--- src/rtl/conv_row_sequencer.sv ---
// Row-level sequencer for the 3x3 row-stationary PE array and its inter-row psum FIFOs.
// Walks one ifm map row by row (GAP/ROW per row), then drains the last FIFO.
module conv_row_sequencer #(
  parameter int KERNEL_SIZE = 3,
  parameter int ROW_LEN     = 9,
  parameter int NUM_ROWS    = 5,
  parameter int CNT_WIDTH   = 8
) (
  input  logic                   clk2,
  input  logic                   rst_n,
  input  logic                   start,
  input  logic                   abort,
  input  logic                   ifm_valid,
  output logic                   set_reg,
  output logic                   set_wgt,
  output logic                   set_ifm,
  output logic                   wgt_load,
  output logic [KERNEL_SIZE-1:0] wr_en,
  output logic [KERNEL_SIZE-1:0] rd_en,
  output logic                   wr_clr,
  output logic                   rd_clr,
  output logic [CNT_WIDTH-1:0]   row_idx,
  output logic [CNT_WIDTH-1:0]   col_idx,
  output logic                   busy,
  output logic                   done
);

  localparam logic [2:0] S_IDLE  = 3'd0;
  localparam logic [2:0] S_GAP   = 3'd1;
  localparam logic [2:0] S_ROW   = 3'd2;
  localparam logic [2:0] S_DRAIN = 3'd3;
  localparam logic [2:0] S_DONE  = 3'd4;

  localparam logic [CNT_WIDTH-1:0] COL_LAST   = CNT_WIDTH'(ROW_LEN - 1);
  localparam logic [CNT_WIDTH-1:0] ROW_LAST   = CNT_WIDTH'(NUM_ROWS - 1);
  localparam logic [CNT_WIDTH-1:0] RD_LAST    = CNT_WIDTH'(ROW_LEN - KERNEL_SIZE);
  localparam logic [CNT_WIDTH-1:0] RD_CLR_COL = CNT_WIDTH'(ROW_LEN - KERNEL_SIZE + 1);
  localparam logic [CNT_WIDTH-1:0] WR_FIRST   = CNT_WIDTH'(KERNEL_SIZE);

  logic [2:0]           state, state_nx;
  logic [CNT_WIDTH-1:0] row, row_nx;
  logic [CNT_WIDTH-1:0] col, col_nx;

  always_ff @(posedge clk2 or negedge rst_n) begin
    if (!rst_n) begin
      state <= S_IDLE;
      row   <= '0;
      col   <= '0;
    end else begin
      state <= state_nx;
      row   <= row_nx;
      col   <= col_nx;
    end
  end

  always_comb begin
    state_nx = state;
    row_nx   = row;
    col_nx   = col;
    if (abort) begin
      state_nx = S_IDLE;
      row_nx   = '0;
      col_nx   = '0;
    end else begin
      case (state)
        S_IDLE: begin
          if (start) begin
            state_nx = S_GAP;
            row_nx   = '0;
            col_nx   = '0;
          end
        end
        S_GAP: begin
          state_nx = S_ROW;
          col_nx   = '0;
        end
        S_ROW: begin
          if (ifm_valid) begin
            if (col == COL_LAST) begin
              col_nx = '0;
              if (row < ROW_LAST) begin
                state_nx = S_GAP;
                row_nx   = row + 1'b1;
              end else begin
                state_nx = S_DRAIN;
              end
            end else begin
              col_nx = col + 1'b1;
            end
          end
        end
        S_DRAIN: begin
          if (ifm_valid) begin
            if (col == COL_LAST) state_nx = S_DONE;
            else                 col_nx   = col + 1'b1;
          end
        end
        S_DONE: begin
          state_nx = S_IDLE;
          row_nx   = '0;
          col_nx   = '0;
        end
        default: begin
          state_nx = S_IDLE;
          row_nx   = '0;
          col_nx   = '0;
        end
      endcase
    end
  end

  // Enables are decoded from registered state; only ifm_valid gates them combinationally.
  always_comb begin
    set_reg  = 1'b0;
    set_wgt  = 1'b0;
    set_ifm  = 1'b0;
    wgt_load = 1'b0;
    wr_en    = '0;
    rd_en    = '0;
    wr_clr   = 1'b0;
    rd_clr   = 1'b0;
    busy     = 1'b0;
    done     = 1'b0;
    case (state)
      S_GAP: begin
        busy     = 1'b1;
        wgt_load = 1'b1;
      end
      S_ROW: begin
        busy = 1'b1;
        if (ifm_valid) begin
          set_reg = 1'b1;
          set_wgt = 1'b1;
          set_ifm = 1'b1;
          wr_clr  = (col == '0) && (row != '0);
          rd_clr  = (col == RD_CLR_COL) && (row != '0);
          // Row r reads the r FIFOs filled by earlier rows and writes r+1, capped at KERNEL_SIZE.
          for (int unsigned j = 0; j < KERNEL_SIZE; j++) begin
            rd_en[j] = (row > CNT_WIDTH'(j)) && (col <= RD_LAST);
            wr_en[j] = (row >= CNT_WIDTH'(j)) && (col >= WR_FIRST);
          end
        end
      end
      S_DRAIN: begin
        busy = 1'b1;
        if (ifm_valid) begin
          set_reg                = 1'b1;
          rd_en[KERNEL_SIZE-1]   = 1'b1;
          wr_clr                 = (col == '0);
        end
      end
      S_DONE: done = 1'b1;
      default: ;
    endcase
  end

  assign row_idx = row;
  assign col_idx = col;

endmodule

--- config.mk ---
export PLATFORM = sky130hd
export DESIGN_NAME = conv_row_sequencer
export DESIGN_NICKNAME = d
export VERILOG_FILES = /design/src/rtl/conv_row_sequencer.sv
export SDC_FILE = /design/constraint.sdc
export NUM_CORES = 1
export LEC_CHECK = 0
export CAP_MARGIN = 20
export CELL_PAD_IN_SITES_DETAIL_PLACEMENT = 1
export CELL_PAD_IN_SITES_GLOBAL_PLACEMENT = 2
export CORE_UTILIZATION = 28
export CTS_BUF_LIST = sky130_fd_sc_hd__clkbuf_2 sky130_fd_sc_hd__clkbuf_4 sky130_fd_sc_hd__clkbuf_8
export DETAILED_ROUTE_END_ITERATION = 6
export PLACE_DENSITY_LB_ADDON = 0.1
export SLEW_MARGIN = 20
export SYNTH_ARGS = -nofsm -noshare
export SYNTH_HDL_FRONTEND = slang
export SYNTH_SLANG_ARGS = --single-unit
export TNS_END_PERCENT = 20
--- constraint.sdc ---
create_clock -name clk2 -period 2.55 [get_ports clk2]
set_input_delay 0.51 -clock clk2 [delete_from_list [all_inputs] [get_ports clk2]]
set_output_delay 0.51 -clock clk2 [all_outputs]
set_load 0.005 [all_outputs]
==> key figures, run 1 <==
Status
  • Status: finished clean

Place
  • Cell Area, Placed: 1769 um^2
  • Buffers added on ports: 34
  • Placed Cells: 246
  • DP HPWL: 3.071 mm
  • Placer Congestion: 0.7412
  • Post-Place Worst Slack: -0.4481 ns

Route
  • Final WL: 3.993 mm
  • Drt pass-1 iters: 4
  • Avg WL per Cell: 15.85 um
  • Via Count: 1313
  • DRC viols: 0
  • Final ANT Viol Nets: 0
  • Number of DRC markers in iteration 0: 39
  • Vias/cell: 5.210

Yosys
  • Largest family of logic cells by synthesized area: simple AND/OR/NAND/NOR gates
  • Post-synthesis sequential area ratio: 0.3729
  • Mapped cell area: 1275 um^2
  • Post-Synth Simple-Gate Area: 0.2816
  • Synth Area in XOR/XNOR: 0
  • Synth Area in Adders: 0.06869
  • Average size of a mapped cell: 8.500 um^2
  • Top FF cell, synth: dfrtp_1
  • Post-synth top cells: dfrtp_1, o21ai_0, nor2_1
  • Number of synthesized register bits: 19
  • Compound-cell area share of the yosys netlist: 0.2012
  • Yosys Warn Count: 0
  • Synth area leader: dfrtp_1
  • Post-synth EDFFs: 0
  • Most common cell in the netlist: dfrtp_1
  • Synth Instances: 150
  • Post-synth top area share: 0.3729
  • Ys async rst share: 1.000
  • Net Count, Synth: 162
  • Synth top area cells: dfrtp_1, ha_1, o21ai_0
  • Post-synthesis mux area share: 0.01570
  • Synth cell types: 38

Setup path
  • CP endpoint kind: output port
  • WP data arrival: 2.03 ns
  • R2r setup slk: 0.51 ns
  • Crit path required time: 2.04 ns
  • Worst setup path class: register to output port
  • CP Max Fanout: 3
  • Origin of the critical flop-to-flop path: col_idx[7]
  • Crit-path cells: or4_4 -> nor3b_4 -> o21a_1 -> buf_4 -> a22oi_2 -> nor3_2 -> buf_2
  • Slowest CP cell: or4_4
  • CP max stage delay: 0.57 ns
  • Type of origin of the critical path: register
  • Reg2Reg Depth: 6
  • Reg-to-reg endpoint: row_idx[1]

CTS
  • Htree depth: 1
  • Buffer depth of the longest clock path: 2
  • CTS tree: built
  • CTS buffer count: 3
  • Clock Tree Root: clkbuf_8
  • Worst-Skew Late Latency: 0.27 ns
  • CTS clk-pin slew, worst paths: 0.09 ns
  • Sink Count: 19

Floorplan
  • # IOs: 35
  • Die Area: 4827 um^2
  • # rows: 24
  • Core Region: 4354 um^2
  • Vert. Die Dim: 69.48 um
  • Die width: 69.48 um
  • Starting Density: 0.2928

Global routing
  • Vias in the first global route: 1374
  • Initial antenna violation count: 0
  • Largest net degree at the start of global routing: 20
  • GRT Residual Overflow: 0
  • First-pass GRT wire length: 6.734 mm
  • GRT Total Usage: 0.1745

Pwr
  • Worst vdd ir: 0.0002272 V
  • Total power: 1.091 mW
  • Leak: 0.8005 nW
  • Pwr dens: 590.9 nW/um^2

Timing
  • Fin crit period: 2.542 ns
  • RSZ-0062 raised after global routing: true
  • Fin Clk Skew: 0.006771 ns
  • # setup viols final: 0
  • Slew HR: 0.6044
  • Slew Limit Fails: 0
  • Worst-margin pin slew: 0.5873 ns
  • Tcrit/Tclk final: 0.9969
  • Final hold viol count: 0
  • Post-route setup slack: 0.007977 ns
  • Max Freq: 393.4 MHz

Hold path
  • Hold Path End: row_idx[7]
  • Hold Crit Depth: 2
  • Worst hold-check path type: register to register
  • Hold Startpoint: row_idx[7]

Layout
  • Share of cells above drive strength 1: 0.2000
  • Ant. Diodes: 0
  • Nets: 213
  • Number of fill cells: 516
  • Sequential standard cell area: 475.5 um^2
  • Layout Cells excl Fill: 252
  • Area of the multi-input gates: 758.2 um^2
  • Area grow syn2layout: 44.75%
  • Final instance area: 1846 um^2

Flow run
  • Max-cap viol count: 0
-- worst max-delay path: cells and delay by family, from the launching register on --
family | cells | cell delay, ns
DFF | 1 | 0.39
AOI/OAI and AO/OA | 2 | 0.22
buffers and inverters | 2 | 0.25
and+or+nand+nor | 3 | 0.90
-- logic make-up after synthesis --
group | count (synthesis)
and+or+nand+nor | 66
AOI/OAI and AO/OA | 40
DFF | 19
buffers and inverters | 16
adders and majority gates | 7
muxes | 2
-- registers in the layout, summed over array words and instances, names as in the netlist --
signal and cells:
col_idx 8, row_idx 8, state 3
-- cell usage in the layout, fill, tap and decap left out, drive strengths merged, types with 2 or more instances in the layout --
cell type      instances
nand3                  6
nand2                 13
buf                   22
inv                    8
clkbuf                 8
or3                    3
dlygate4sd2            2
nor2                  14
and3                   5
a21boi                 5
mux2i                  2
or4                    2
and2                   3
o31ai                  4
nor2b                  5
a21oi                  2
clkdlybuf4s50         25
dfrtp                 19
o21ai                 16
nor3                   7
nor4                   2
a31oi                  6
ha                     7
nor3b                  2
o21a                   2
-- worst max-delay path by stage --
stage	cells after the start	startpoint	endpoint
after global placement	7	ifm_valid	rd_en[2]
after global routing	5	col_idx[7]	rd_en[0]
after floorplan	5	col_idx[7]	rd_en[2]
final	7	col_idx[7]	rd_en[2]
after detailed placement	7	ifm_valid	rd_en[2]
after CTS	5	col_idx[4]	wr_en[2]
-- per-layer routing --
metal	routed length [um]	vias up	global-route usage
met5	0	-	0
li1	-	635	-
met4	48	0	0.05442
met2	2096	19	0.3247
met1	1758	655	0.2042
met3	90	4	0.02471
-- power by group --
group          leakage, nW  total (mW)  switching (mW)  internal [mW]
Combinational        0.511       0.498           0.266          0.232
Sequential           0.263       0.351          0.0237          0.327
Clock               0.0262       0.242           0.120          0.122
-- metrics by stage --
stage               utilization  hold WS [ns]  TNS [ns]
global placement         0.4063        0.5090    -2.432
detailed placement       0.4063        0.5228    -2.644
floorplan                     -        0.2144         0
finish                   0.4239        0.5520         0
CTS                      0.4244        0.5429   -0.2979
global route             0.4239        0.5855   -0.2790
-- area by class of cell --
class	instances	area share
Clock buffer	4	0.02644
Sequential cell	19	0.2576
Inverter	8	0.01627
Multi-Input combinational cell	115	0.4108
Timing Repair Buffer	54	0.2536
Tap cell	52	0.03525
-- repair_timing --
action | 4_1_cts | 5_1_grt
endpoints found under the setup margin | 9 | 8
hold endpoints to repair | 0 | 0
hold buffers | 0 | 0
buffers inserted | 1 | 2
pin swaps | 5 | 4
resized for setup | 25 | 8
No activity file was read; power rests on OpenSTA's default activity.
==> inputs of run 2 (changes only) <==
CTS_CLUSTER_DIAMETER = 80   (was not set)
==> results of run 2 <==
No change in the layout: final DEF, timing and power equal those of run 1.
==> inputs of run 3 (changes only) <==
ABC_CLOCK_PERIOD_IN_PS = 2550   (was not set)
==> results of run 3 <==
No change in the layout: final DEF, timing and power equal those of run 1.
